### src/rtl/eth_frame_tx.sv
// eth_frame_tx: emits one Ethernet frame per start pulse as an RMII dibit stream.
// Header, pad and FCS are generated locally; payload dibits are pulled from the upstream store.
module eth_frame_tx #(
    parameter logic [47:0] DST_MAC   = 48'hFF_FF_FF_FF_FF_FF,
    parameter logic [47:0] SRC_MAC   = 48'h00_00_00_00_00_01,
    parameter logic [15:0] ETHERTYPE = 16'h88B5,
    parameter int          READ_LEAD = 3
) (
    input  logic        clk,
    input  logic        rst,
    input  logic        start,
    input  logic        axiiv,
    input  logic [1:0]  axiid,
    input  logic [15:0] data_length,
    input  logic [15:0] data_cksum,
    input  logic        axi_last,
    output logic        read_request,
    output logic        axiov,
    output logic [1:0]  axiod,
    output logic        busy,
    output logic        err
);
    localparam logic [2:0] S_IDLE = 3'd0, S_PRE = 3'd1, S_HDR = 3'd2, S_PAY = 3'd3,
                           S_PAD = 3'd4, S_FCS = 3'd5, S_IFG = 3'd6, S_UND = 3'd7;
    localparam logic [12:0] RR_AT = 13'(71 - READ_LEAD);

    logic [2:0]   r_state;
    logic [5:0]   r_cnt;
    logic [12:0]  r_fcnt;
    logic [10:0]  r_bytes;
    logic [31:0]  r_crc, r_meta;
    logic         r_rr, r_axiov, r_busy, r_err;
    logic [1:0]   r_axiod;
    logic [2:0]   w_st;
    logic [143:0] w_hdr;
    logic [7:0]   w_hidx;
    logic [31:0]  w_fcs, w_crc;
    logic [1:0]   w_dib;
    logic         w_pad, w_pad_nx, w_unused;

    function automatic logic pad_need(input logic [12:0] f);
        return (f[1:0] != 2'd0) || (f < 13'd240);
    endfunction

    function automatic logic [31:0] crc2(input logic [31:0] c, input logic [1:0] d);
        logic [31:0] a;
        a = (c >> 1) ^ ((c[0] ^ d[0]) ? 32'hEDB88320 : 32'd0);
        return (a >> 1) ^ ((a[0] ^ d[1]) ? 32'hEDB88320 : 32'd0);
    endfunction

    assign w_unused = axi_last;
    assign w_hdr    = {DST_MAC, SRC_MAC, ETHERTYPE, r_meta};
    assign w_hidx   = 8'd136 - {r_fcnt[6:2], 3'b000} + {5'd0, r_fcnt[1:0], 1'b0};
    assign w_fcs    = ~r_crc;
    assign w_pad    = pad_need(r_fcnt);
    assign w_pad_nx = pad_need(r_fcnt + 13'd1);
    // PAYLOAD resolves this cycle into forwarding, pad/FCS (no gap) or underrun
    assign w_st = (r_state != S_PAY) ? r_state :
                  axiiv ? ((r_bytes == 11'd1500) ? S_UND : S_PAY) :
                  (r_fcnt == 13'd72) ? S_UND : (w_pad ? S_PAD : S_FCS);
    assign w_dib = (w_st == S_PRE) ? ((r_cnt == 6'd31) ? 2'b11 : 2'b01) :
                   (w_st == S_HDR) ? w_hdr[w_hidx +: 2] :
                   (w_st == S_PAY) ? axiid :
                   (w_st == S_FCS) ? w_fcs[{r_cnt[3:0], 1'b0} +: 2] : 2'b00;
    assign w_crc = crc2(r_crc, w_dib);

    always_ff @(posedge clk or posedge rst) begin
        if (rst) begin
            r_state <= S_IDLE;
            r_cnt   <= 6'd0;
            r_fcnt  <= 13'd0;
            r_bytes <= 11'd0;
            r_crc   <= 32'd0;
            r_meta  <= 32'd0;
            r_rr    <= 1'b0;
            r_axiov <= 1'b0;
            r_axiod <= 2'b00;
            r_busy  <= 1'b0;
            r_err   <= 1'b0;
        end else begin
            r_axiov <= 1'b0;
            r_axiod <= 2'b00;
            r_err   <= 1'b0;
            r_rr    <= 1'b0;
            case (w_st)
                S_IDLE: if (start) begin
                    r_state <= S_PRE;
                    r_cnt   <= 6'd1;
                    r_fcnt  <= 13'd0;
                    r_bytes <= 11'd0;
                    r_crc   <= 32'hFFFFFFFF;
                    r_meta  <= {data_length, data_cksum};
                    r_axiov <= 1'b1;
                    r_axiod <= 2'b01;
                    r_busy  <= 1'b1;
                end
                S_PRE: begin
                    r_axiov <= 1'b1;
                    r_axiod <= w_dib;
                    r_cnt   <= (r_cnt == 6'd31) ? 6'd0 : r_cnt + 6'd1;
                    r_state <= (r_cnt == 6'd31) ? S_HDR : S_PRE;
                end
                S_HDR: begin
                    r_axiov <= 1'b1;
                    r_axiod <= w_dib;
                    r_crc   <= w_crc;
                    r_fcnt  <= r_fcnt + 13'd1;
                    r_rr    <= r_fcnt >= RR_AT;
                    r_state <= (r_fcnt == 13'd71) ? S_PAY : S_HDR;
                end
                S_PAY: begin
                    r_axiov <= 1'b1;
                    r_axiod <= w_dib;
                    r_crc   <= w_crc;
                    r_fcnt  <= r_fcnt + 13'd1;
                    r_rr    <= 1'b1;
                    r_bytes <= (r_fcnt[1:0] == 2'd3) ? r_bytes + 11'd1 : r_bytes;
                end
                S_PAD: begin
                    r_axiov <= 1'b1;
                    r_crc   <= w_crc;
                    r_fcnt  <= r_fcnt + 13'd1;
                    r_state <= w_pad_nx ? S_PAD : S_FCS;
                end
                S_FCS: begin
                    r_axiov <= 1'b1;
                    r_axiod <= w_dib;
                    r_cnt   <= (r_cnt == 6'd15) ? 6'd0 : r_cnt + 6'd1;
                    r_state <= (r_cnt == 6'd15) ? S_IFG : S_FCS;
                end
                S_IFG: begin
                    r_cnt   <= (r_cnt == 6'd48) ? 6'd0 : r_cnt + 6'd1;
                    r_state <= (r_cnt == 6'd48) ? S_IDLE : S_IFG;
                    r_busy  <= r_cnt != 6'd48;
                end
                S_UND: begin
                    r_err   <= 1'b1;
                    r_cnt   <= 6'd1;
                    r_state <= S_IFG;
                    r_bytes <= axiiv ? 11'd1501 : r_bytes;
                end
            endcase
        end
    end

    assign read_request = r_rr;
    assign axiov        = r_axiov;
    assign axiod        = r_axiod;
    assign busy         = r_busy;
    assign err          = r_err;
endmodule

### config.mk
export PLATFORM = sky130hd
export DESIGN_NAME = eth_frame_tx
export DESIGN_NICKNAME = d
export VERILOG_FILES = /design/src/rtl/eth_frame_tx.sv
export SDC_FILE = /design/constraint.sdc
export NUM_CORES = 1
export LEC_CHECK = 0
export BUFFER_PORTS_ARGS = -buffer_cell sky130_fd_sc_hd__buf_2
export CAP_MARGIN = 20
export CORE_ASPECT_RATIO = 1.1
export CORE_MARGIN = 2
export CORE_UTILIZATION = 60
export CTS_BUF_LIST = sky130_fd_sc_hd__clkbuf_16
export DETAILED_ROUTE_END_ITERATION = 6
export PLACE_DENSITY = 0.8
export SLEW_MARGIN = 20
export SYNTH_ARGS = -nofsm -noshare
export SYNTH_HDL_FRONTEND = slang
export SYNTH_SLANG_ARGS = --single-unit
export TNS_END_PERCENT = 100
### constraint.sdc
create_clock -name clk -period 3.9 [get_ports clk]
set_clock_uncertainty 0.05 [all_clocks]
set_input_delay 0.585 -clock clk [delete_from_list [all_inputs] [get_ports clk]]
set_output_delay 0.585 -clock clk [all_outputs]
set_load 0.05 [all_outputs]
==> summary.md, run 1 <==
| Metric | Value |
|---|---|
| Hold Crit Class | `input pin to asynchronous set/reset pin` |
| Fin crit period | `3.482 ns` |
| CORE AREA | `0.009398 sq mm` |
| RR Startpoint | `r_fcnt[0]` |
| Post-synth top area cell | `dfrtp_1` |
| Die X-Extent | `97.92 microns` |
| Synth warn | `0` |
| CTS tree | `yes` |
| Routability cong. | `0.8501` |
| Die Height | `107.3 microns` |
| Root Buffer | `clkbuf_16` |
| Synth area leaders | `dfrtp_1 (44%), nand2_1 (9.7%), mux4_2 (5.8%)` |
| Remaining global-route overflow | `0` |
| CP startpoint | `r_fcnt[0]` |
| Max Fclk | `roughly 0.29 GHz` |
| PwrDens | `935.6 mW/mm^2` |
| Worst-Margin Slew | `0.9975 ns` |
| Wire per inst | `16.29 microns` |
| Max Transition Viols Final | `0` |
| Reg2reg path depth | `11` |
| Max_cap viols | `0` |
| Synthesized area per cell | `9.054 sq um` |
| Setup violators final | `0` |
| Routed WL | `12930 microns` |
| CP max stage delay | `roughly 0.62 ns` |
| IO buf count | `43` |
| Die ar. | `between 0.01 and 0.015 sq mm` |
| Final period utilization | `89.29%` |
| Post-synth ARST share | `100.0%` |
| Vias post-DR | `roughly 4800` |
| Syn nets | `694` |
| IO Count | `45` |
| Post-synthesis sequential area ratio | `44.27%` |
| Top_reg_cell synth | `dfrtp_1` |
| Critical Path Slowest Stage Cell | `dfrtp_1` |
| CTS Buffer Depth | `2` |
| Max_slew headroom | `~33%` |
| Synth Instances | `~640` |
| RSZ-0062 raised after global routing | `no` |
| Cell Area, Synth | `0.005822 sq mm` |
| #FFs+latches synth | `~100` |
| Post-synth EDFFs | `0` |
| Arrival time worst endpoint | `around 3.6 ns` |
| DRT iter0 DRCs | `298` |
| Placed Instances | `778` |
| Hold-fix buffers, CTS | `0` |
| Fin. Hold Viols | `0` |
| Hold WS | `around 0.34 ns` |
| Top-count cell post-synth | `nand2_1` |
| Area growth from synthesis to layout | `10.57%` |
| Leak Pwr | `a little under 3 nW` |
| Peak supply drop | `0.6860 mV` |
| Clk slew on worst S/H paths | `0.07 ns` |
| Largest delay share family, worst path | `XOR/XNOR gates` |
| Num CTS Buffers | `9` |
| Worst-path cell chain | `inv_1, ha_1, nor2b_1, xnor2_1, mux4_2, a221oi_2, o32ai_4, xor2_4, xnor3_2, xnor2_1, o21ai_1` |
| Vias in the first global route | `4854` |
| Pin count of the biggest net entering global routing | `87` |
| Initial antenna violation count | `0` |
| CTS Sinks | `103` |
| Worst-path fanout max | `8` |
| Post-synth top area share | `44.27%` |
| Vias per inst | `6.020` |
| Status | `complete, no violations` |
| Worst-Skew Late Latency | `0.35 ns` |
| Rows | `37` |
| GR Util All Layers | `a little over a quarter` |
| First-pass iteration count of the detailed router | `4` |
| Startpoint types | `register` |
| Share of cells above drive strength 1 | `about 14%` |
| Post CTS Setup Buffer Count | `0` |
| Routed Antenna Nets | `0` |
| Critical path depth | `11` |
| Layout net count | `723` |
| Fin Setup TNS | `0 ns` |
| Crit end category | `register` |
| First-pass GRT wire length | `22510 microns` |
| CTS resizes | `0` |
| # DRC | `0` |
| Synth top cells by count | `nand2_1 (150), dfrtp_1 (103), o21ai_0 (54), a21oi_1 (36), nor2_1 (32)` |
| Distinct cells, synth | `64` |
| Htree depth | `3` |
| Finished Layout Cells | `about 790` |
| Post-DP HPWL | `8723 microns` |
| Ant. Diodes | `0` |
| Initial Utilization | `61.95%` |
| WP buf/inv | `1` |
| CP Data Required Time | `4.04 ns` |
| Layout filler cell count | `approximately 720` |
| Cell mode on critical path | `xnor2_1` |
| Critical path class | `register to register` |
## cell type report
| class | instances | area (sq um) | share of cell area (%) |
|---|---|---|---|
| multi-input combinational | 481 | 3024 | 46.98 |
| sequential | 103 | 2577 | 40.04 |
| tap | 117 | 146.4 | 2.274 |
| timing repair buffer | 55 | 305.3 | 4.742 |
| inverter | 22 | 87.58 | 1.361 |
| clock inverter | 7 | 71.32 | 1.108 |
| clock buffer | 9 | 225.2 | 3.499 |
## layer usage
layer	up-vias	wire, microns	track usage (%)
met2	136	6411	43.64
li1	2290	-	-
met4	0	334	11.71
met5	-	0	0
met1	2326	5617	35.27
met3	28	568	3.312
## cells in the final DEF (no fill, tap or decap), types with 5 or more instances in the layout
master,count
nor2_1,32
buf_4,12
and3_1,8
and2_1,8
nor2b_1,5
nand2_1,150
o21ai_0,54
a21oi_1,35
ha_1,12
xnor2_1,27
o21ai_1,8
nand3_1,20
nor3_1,23
inv_1,19
mux4_2,15
o31ai_1,8
clkbuf_16,9
dfrtp_1,103
buf_2,43
## worst reg2reg max path: stages, from the launching register on
cell      delay (ns)
dfrtp_1         0.62
inv_1           0.13
ha_1            0.25
nor2b_1         0.16
xnor2_1         0.36
mux4_2          0.40
a221oi_2        0.35
o32ai_4         0.18
xor2_4          0.16
xnor3_2         0.39
xnor2_1         0.20
o21ai_1         0.08
## logic make-up after synthesis
family / share of synthesized area [%]
fa+ha+maj: 2.579
compound gates: 15.30
flops: 44.27
buf+inv: 4.062
simple gates: 20.83
xor+xnor: 5.373
mux: 7.586
## flip-flops by register name (all words and copies together) (netlist names)
signal,count
r_fcnt,13
r_cnt,6
err,1
axiov,1
r_bytes,11
r_meta,32
r_crc,32
read_request,1
busy,1
axiod,2
r_state,3
## per-stage QoR
step                instance area, sq um  utilization [%]  power, mW  setup WS (ns)
CTS                                 6435            68.47      6.028         0.3744
detailed placement                  6138            65.32      5.099         0.4002
finish                              6437            68.50      6.023         0.4179
global placement                    6138            65.32      4.961         0.5145
global route                        6437            68.50      6.519         0.1720
floorplan                           5822                -      4.384         0.5573
## worst paths after layout
| path | end | slack [ns] |
|---|---|---|
| worst max register to register | r_crc[8] | 0.42 |
| max in group asynchronous | r_bytes[10] | 2.71 |
| min in group clk | r_meta[30] | 0.37 |
| worst min register to register | r_meta[9] | 0.42 |
| worst min-delay path | r_meta[28] | 0.34 |
| worst max-delay path | r_crc[8] | 0.42 |
## power by group
part | internal (mW) | total, mW | switching (mW) | leakage [nW]
combinational | 1.43 | 3.17 | 1.74 | 1.50
sequential | 1.53 | 1.95 | 0.418 | 1.25
clock | 0.499 | 0.907 | 0.408 | 0.142
No activity file was read; power rests on OpenSTA's default activity.
==> run 2: changes to the inputs <==
- PLACE_DENSITY: 0.8 -> 0.83
==> summary.md, run 2 (same netlist as run 1, synthesis figures left out) <==
| Metric | Value |
|---|---|
| CP max stage delay | `0.56 ns (was 0.62 ns)` |
| Commonest cells after routing, fill and taps aside | `nand2_1 (150), dfrtp_1 (103), o21ai_0 (54), buf_2 (43), a21oi_1 (35) (unchanged)` |
| Worst-path cell chain | `inv_1, ha_1, nor2b_1, xnor2_1, mux4_2, a221oi_2, o32ai_4, xor2_4, xnor3_2, xnor2_1, o21ai_1 (unchanged)` |
| Dpl ws | `0.4728 ns (was 0.4002 ns)` |
| WP buf/inv | `1 (unchanged)` |
| CTS resizes | `0 (unchanged)` |
| Register area | `0.002577 sq mm (unchanged)` |
| First-pass GRT wire length | `22820 microns (was 22510 microns)` |
| Vias in the first global route | `4872 (was 4854)` |
| Post-DP HPWL | `8950 microns (was 8723 microns)` |
| Fin crit period | `3.509 ns (was 3.482 ns)` |
| Die Height | `107.3 microns (unchanged)` |
| CTS tree | `yes (unchanged)` |
| Layout net count | `725 (was 723)` |
| Root Buffer | `clkbuf_16 (unchanged)` |
| Rows | `37 (unchanged)` |
| Worst-path fanout max | `11 (was 8)` |
| Routability cong. | `0.9559 (was 0.8501)` |
| IO buf count | `43 (unchanged)` |
| Multi-input logic area | `0.003017 sq mm (was 0.003024 sq mm)` |
| Wire per inst | `16.49 microns (was 16.29 microns)` |
| Worst-Margin Slew | `0.9809 ns (was 0.9975 ns)` |
| Leak Pwr | `2.915 nW (was 2.896 nW)` |
| Reg2reg path depth | `11 (unchanged)` |
| Worst-Skew Late Latency | `0.35 ns (about the same)` |
| Startpoint types | `register (unchanged)` |
| CP Data Required Time | `4.04 ns (about the same)` |
| Max_cap viols | `0 (unchanged)` |
| FF-to-FF End | `r_crc[8] (unchanged)` |
| Final period utilization | `89.98% (was 89.29%)` |
| Post CTS Setup Buffer Count | `0 (unchanged)` |
| Max Fclk | `0.2850 GHz (was 0.2872 GHz)` |
| Layout filler cell count | `716 (was 718)` |
| Fin. Hold Viols | `0 (unchanged)` |
| RSZ-0062 raised after global routing | `no (unchanged)` |
| Area growth from synthesis to layout | `10.96% (was 10.57%)` |
| Clock power share | `15.6% (was 15.1%)` |
| Clk slew on worst S/H paths | `0.07 ns (about the same)` |
| # DRC | `0 (unchanged)` |
| Worst setup margin | `0.3908 ns (was 0.4179 ns)` |
| Remaining global-route overflow | `0 (unchanged)` |
| Internal power | `3.525 mW (was 3.458 mW)` |
| Leading cell type in the layout, fill and taps excluded | `nand2_1 (unchanged)` |
| Cell mode on critical path | `xnor2_1 (unchanged)` |
| Pwr Total | `6.087 mW (was 6.023 mW)` |
| Ant. Diodes | `0 (unchanged)` |
| DRT iter0 DRCs | `300 (was 298)` |
| First-pass iteration count of the detailed router | `5 (was 4)` |
| Routed Antenna Nets | `0 (unchanged)` |
| Critical path class | `register to register (unchanged)` |
| Arrival time worst endpoint | `3.65 ns (was 3.62 ns)` |
| Final instance area | `0.006460 sq mm (was 0.006437 sq mm)` |
| Switching share of power | `42.09% (was 42.59%)` |
| Biggest regs | `r_crc (32), r_meta (32), r_fcnt (13) (unchanged)` |
| Peak supply drop | `0.7621 mV (was 0.6860 mV)` |
| IO Count | `45 (unchanged)` |
| CTS Sinks | `103 (unchanged)` |
| Initial antenna violation count | `0 (unchanged)` |
| GR Util All Layers | `26.86% (was 26.38%)` |
| Num CTS Buffers | `9 (unchanged)` |
| Hold Crit Class | `input pin to asynchronous set/reset pin (unchanged)` |
| Pin count of the biggest net entering global routing | `67 (was 87)` |
| Die X-Extent | `97.92 microns (unchanged)` |
| CORE AREA | `0.009398 sq mm (unchanged)` |
| Psw | `2.562 mW (was 2.565 mW)` |
| Largest delay share family, worst path | `XOR/XNOR gates (unchanged)` |
| PwrDens | `942.2 mW/mm^2 (was 935.6 mW/mm^2)` |
| Routed WL | `13130 microns (was 12930 microns)` |
| Htree depth | `3 (unchanged)` |
| Placed inst area | `0.006146 sq mm (was 0.006138 sq mm)` |
| Status | `complete, no violations (unchanged)` |
| Reg2reg setup slack | `0.39 ns (was 0.42 ns)` |
| Sequential share of power | `32.3% (about the same)` |
| RR Startpoint | `r_fcnt[0] (unchanged)` |
| Crit end category | `register (unchanged)` |
| Fin Setup TNS | `0 ns (unchanged)` |
| Vias per inst | `5.980 (was 6.020)` |
| Initial Utilization | `61.95% (unchanged)` |
| Die ar. | `0.01051 sq mm (unchanged)` |
| Share of cells above drive strength 1 | `14.87% (was 14.48%)` |
| Critical Path Slowest Stage Cell | `dfrtp_1 (unchanged)` |
| Setup violators final | `0 (unchanged)` |
| Comb power frac | `52.1% (was 52.6%)` |
| Vias post-DR | `4760 (was 4780)` |
| Max Transition Viols Final | `0 (unchanged)` |
| CTS Buffer Depth | `2 (unchanged)` |
| Max_slew headroom | `34.60% (was 33.25%)` |
| Hold-fix buffers, CTS | `0 (unchanged)` |
-- run 2: cell types whose count changed in the layout (fill, tap and decap cells not counted), moves of 2 or more --
| cell | change |
|---|---|
| buf_4 | +2 |
| clkinv_2 | +2 |
| inv_6 | -3 |
| clkinv_1 | -2 |
-- run 2: stage by stage --
step           instances  util [%]  hold slack, ns
6_report             796     68.74          0.2748
5_1_grt              796     68.74          0.3380
4_1_cts              796     68.74          0.2979
3_5_place_dp         780     65.40          0.4101
3_3_place_gp         780     65.40          0.4024
2_1_floorplan        643         -          0.3873
-- run 2: layout make-up --
class | count | area share [%]
Inverter | 22 | 1.317
Timing Repair Buffer | 57 | 4.958
Tap cell | 117 | 2.266
Multi-Input combinational cell | 481 | 46.70
Clock buffer | 9 | 3.486
Sequential cell | 103 | 39.90
Clock inverter | 7 | 1.375
-- run 2: worst max-delay path by stage --
stage | from | endpoint | slack [ns] | cells after the start
final | r_fcnt[0] | r_crc[8] | 0.39 | 11
after global routing | r_fcnt[0] | r_crc[20] | 0.24 | 11
after CTS | r_fcnt[0] | r_crc[8] | 0.41 | 11
after detailed placement | r_fcnt[0] | r_crc[20] | 0.47 | 9
after global placement | r_fcnt[0] | r_crc[20] | 0.50 | 9
after floorplan | rst | axiod[0] | 0.56 | 1
-- run 2: per-layer routing --
layer | GRT usage, % | part of all wire (%) | vias to the layer above
met2 | 45.16 | 51 | 116
met5 | 0 | 0 | -
met3 | 3.377 | 3.8 | 25
met1 | 35.59 | 43 | 2317
li1 | - | - | 2302
met4 | 11.01 | 2.2 | 0
-- run 2: power groups by stage --
stage	clock network [mW]	logic [mW]	registers, mW
finish	0.952	3.17	1.96
global route	1.01	3.51	2.03
CTS	0.968	3.18	1.96
detailed placement	0	3.13	1.97
global placement	0	3.01	1.94
floorplan	0	2.52	1.86
==> run 3: changes to the inputs <==
- ABC_AREA: not set -> 1
- RECOVER_POWER: not set -> 25
==> summary.md, run 3 <==
| Metric | Value |
|---|---|
| Startpoint types | `register (unchanged)` |
| CTS Sinks | `103 (unchanged)` |
| Htree depth | `3 (unchanged)` |
| DRT iter0 DRCs | `388 (was 300)` |
| Leak Pwr | `3.348 nW (was 2.915 nW)` |
| RR Startpoint | `r_fcnt[1] (was r_fcnt[0])` |
| Vias per inst | `5.643 (was 5.980)` |
| First-pass iteration count of the detailed router | `5 (unchanged)` |
| Max_slew headroom | `-17.83% (was 34.60%)` |
| Post-synth top area cell | `dfrtp_1 (unchanged)` |
| PwrDens | `303.5 mW/mm^2 (was 942.2 mW/mm^2)` |
| Cell Area, Synth | `0.005982 sq mm (was 0.005822 sq mm)` |
| IO Count | `45 (unchanged)` |
| Die X-Extent | `99.21 microns (was 97.92 microns)` |
| WP buf/inv | `4 (was 1)` |
| Fin. Hold Viols | `0 (unchanged)` |
| Post-synthesis sequential area ratio | `43.09% (was 44.27%)` |
| Commonest cells after routing, fill and taps aside | `nand2_1 (235), inv_1 (123), dfrtp_1 (103), nand3_1 (86), o21ai_0 (66) (was nand2_1 (150), dfrtp_1 (103), o21ai_0 (54), buf_2 (43), a21oi_1 (35))` |
| Hold Crit Class | `input pin to register (was input pin to asynchronous set/reset pin)` |
| Rows | `38 (was 37)` |
| Syn nets | `883 (was 694)` |
| Hold-fix buffers, CTS | `0 (unchanged)` |
| Final period utilization | `81.80% (was 89.98%)` |
| Violated checks | `max-capacitance violations, max-slew violations` |
| Post-synth EDFFs | `0 (unchanged)` |
| Remaining global-route overflow | `0 (unchanged)` |
| Synth top cells by count | `nand2_1 (235), inv_1 (124), dfrtp_1 (103), nand3_1 (86), o21ai_0 (66) (was nand2_1 (150), dfrtp_1 (103), o21ai_0 (54), a21oi_1 (36), nor2_1 (32))` |
| Post-synth top area share | `43.09% (was 44.27%)` |
| Pin count of the biggest net entering global routing | `40 (was 67)` |
| Routed Antenna Nets | `0 (unchanged)` |
| Vias in the first global route | `5441 (was 4872)` |
| Max Fclk | `0.3134 GHz (was 0.2850 GHz)` |
| Fin Setup TNS | `0 ns (unchanged)` |
| CP max stage delay | `0.57 ns (was 0.56 ns)` |
| Max_cap viols | `2 (was 0)` |
| Synth area leaders | `dfrtp_1 (43%), nand2_1 (15%), inv_1 (7.8%) (was dfrtp_1 (44%), nand2_1 (9.7%), mux4_2 (5.8%))` |
| Routed WL | `14370 microns (was 13130 microns)` |
| Synth Instances | `832 (was 643)` |
| CTS tree | `yes (unchanged)` |
| Top_reg_cell synth | `dfrtp_1 (unchanged)` |
| Die ar. | `0.01079 sq mm (was 0.01051 sq mm)` |
| CORE AREA | `0.009794 sq mm (was 0.009398 sq mm)` |
| Peak supply drop | `0.1896 mV (was 0.7621 mV)` |
| Worst-path fanout max | `13 (was 11)` |
| Worst-Margin Slew | `1.767 ns (was 0.9809 ns)` |
| Worst-Skew Late Latency | `0.35 ns (about the same)` |
| Initial antenna violation count | `0 (unchanged)` |
| Post-DP HPWL | `10170 microns (was 8950 microns)` |
| Largest delay share family, worst path | `simple AND/OR/NAND/NOR gates (was XOR/XNOR gates)` |
| Die Height | `108.7 microns (was 107.3 microns)` |
| Layout filler cell count | `835 (was 716)` |
| Critical path class | `register to register (unchanged)` |
| Synth warn | `0 (unchanged)` |
| IO buf count | `43 (unchanged)` |
| Worst-path cell chain | `inv_1, buf_4, ha_1, nand2_1, nand2_1, nand2_1, nand3_1, nand3_1, nand2_1, nand2_1, nand2_1, nand2_1, nand2_1, nand2_1, nand3_2, nand2_4, inv_2, nand2_1, nand3_1, o21ai_0, inv_1 (was inv_1, ha_1, nor2b_1, xnor2_1, mux4_2, a221oi_2, o32ai_4, xor2_4, xnor3_2, xnor2_1, o21ai_1)` |
| Wire per inst | `14.44 microns (was 16.49 microns)` |
| Fin crit period | `3.190 ns (was 3.509 ns)` |
| Status | `complete, but fails checks (was complete, no violations)` |
| Arrival time worst endpoint | `3.37 ns (was 3.65 ns)` |
| Root Buffer | `clkbuf_16 (unchanged)` |
| CP startpoint | `r_fcnt[1] (was r_fcnt[0])` |
| First-pass GRT wire length | `24560 microns (was 22820 microns)` |
| Cell mode on critical path | `nand2_1 (was xnor2_1)` |
| Setup violators final | `0 (unchanged)` |
| Ant. Diodes | `0 (unchanged)` |
| Clk slew on worst S/H paths | `0.07 ns (about the same)` |
| Crit end category | `register (unchanged)` |
| Max Transition Viols Final | `68 (was 0)` |
| Initial Utilization | `61.08% (was 61.95%)` |
| Synthesized area per cell | `7.190 sq um (was 9.054 sq um)` |
| CTS resizes | `0 (unchanged)` |
| CTS Buffer Depth | `2 (unchanged)` |
| #FFs+latches synth | `103 (unchanged)` |
| Biggest regs | `r_crc (32), r_meta (32), r_fcnt (13) (unchanged)` |
| Critical Path Slowest Stage Cell | `dfrtp_1 (unchanged)` |
| Leading cell type in the layout, fill and taps excluded | `nand2_1 (unchanged)` |
| Area growth from synthesis to layout | `10.21% (was 10.96%)` |
| Layout net count | `922 (was 725)` |
| Num CTS Buffers | `9 (unchanged)` |
| RSZ-0062 raised after global routing | `no (unchanged)` |
| CP Data Required Time | `4.08 ns (was 4.04 ns)` |
| Distinct cells, synth | `38 (was 64)` |
| Vias post-DR | `5615 (was 4760)` |
| Worst Hold Launch | `data_length[3]` |
| GR Util All Layers | `28.40% (was 26.86%)` |
| # DRC | `0 (unchanged)` |
| Routability cong. | `0.9453 (was 0.9559)` |
| Share of cells above drive strength 1 | `10.06% (was 14.87%)` |
| Top-count cell post-synth | `nand2_1 (unchanged)` |
| Post CTS Setup Buffer Count | `0 (unchanged)` |
| Post-synth ARST share | `100.0% (unchanged)` |
| Hold WS | `0.3730 ns (was 0.2748 ns)` |
## run 3: cell types whose count changed in the layout (fill, tap and decap cells not counted), moves of 9 or more
cell and delta:
inv_1 +103, mux4_2 -15, nand2_1 +85, nand3_1 +66, nand4_1 +9, nor2_1 +13, o21ai_0 +12, o22ai_1 +10
xnor2_1 -25, xor2_1 +10
## run 3: cells by family after synthesis
group / count (synthesis) / synth area share, %
xor+xnor: 13 / 1.903
simple gates: 410 / 29.55
fa+ha+maj: 12 / 2.510
compound gates: 136 / 12.57
buf+inv: 158 / 10.37
flops: 103 / 43.09
## run 3: tightest hold or removal path, stage by stage
cell and delay, ns:
buf_2 0.07, nand2_1 0.04, nand2_1 0.04
## run 3: report_power, final
part / switching, mW / total, mW / internal (mW)
Clock: 0.400 / 0.892 / 0.492
Sequential: 0 / 1.07 / 1.07
Combinational: 0.0270 / 0.0409 / 0.0139
## run 3: area by class of cell
| class | instances | area [sq um] | area share, % |
|---|---|---|---|
| Sequential cell | 103 | 2577 | 39.10 |
| Clock inverter | 6 | 61.31 | 0.9300 |
| Inverter | 131 | 493.0 | 7.478 |
| Multi-Input combinational cell | 571 | 2784 | 42.23 |
| Clock buffer | 9 | 225.2 | 3.416 |
| Timing Repair Buffer | 55 | 301.5 | 4.574 |
| Tap cell | 120 | 150.1 | 2.277 |
## run 3: metal layers
layer  part of all wire (%)  GRT usage [%]
met4                    2.2          10.76
met3                    6.6          5.321
met2                     50          49.71
met1                     41          35.01
met5                      0              0
## run 3: per-stage QoR
step / area [sq um] / worst slack (ns) / utilization, % / cells / total power, mW
2_1_floorplan: 5982 / 0.5612 / - / 832 / 1.104
3_3_place_gp: 6311 / 0.8812 / 64.44 / 980 / 1.130
3_5_place_dp: 6311 / 0.7916 / 64.44 / 980 / 1.131
4_1_cts: 6598 / 0.7659 / 67.36 / 995 / 2.011
5_1_grt: 6593 / 0.4150 / 67.31 / 995 / 2.068
6_report: 6593 / 0.7096 / 67.31 / 995 / 2.001
## run 3: worst paths after layout
kind / to / slack [ns] / cells after the start
max in group asynchronous: r_crc[7] / 1.04 / 3
setup / recovery: r_crc[7] / 0.71 / 21
hold reg to reg: r_meta[19] / 0.43 / 2
setup reg to reg: r_crc[7] / 0.71 / 21
hold / removal: r_meta[19] / 0.37 / 3
min in group asynchronous: r_bytes[10] / 0.53 / 2
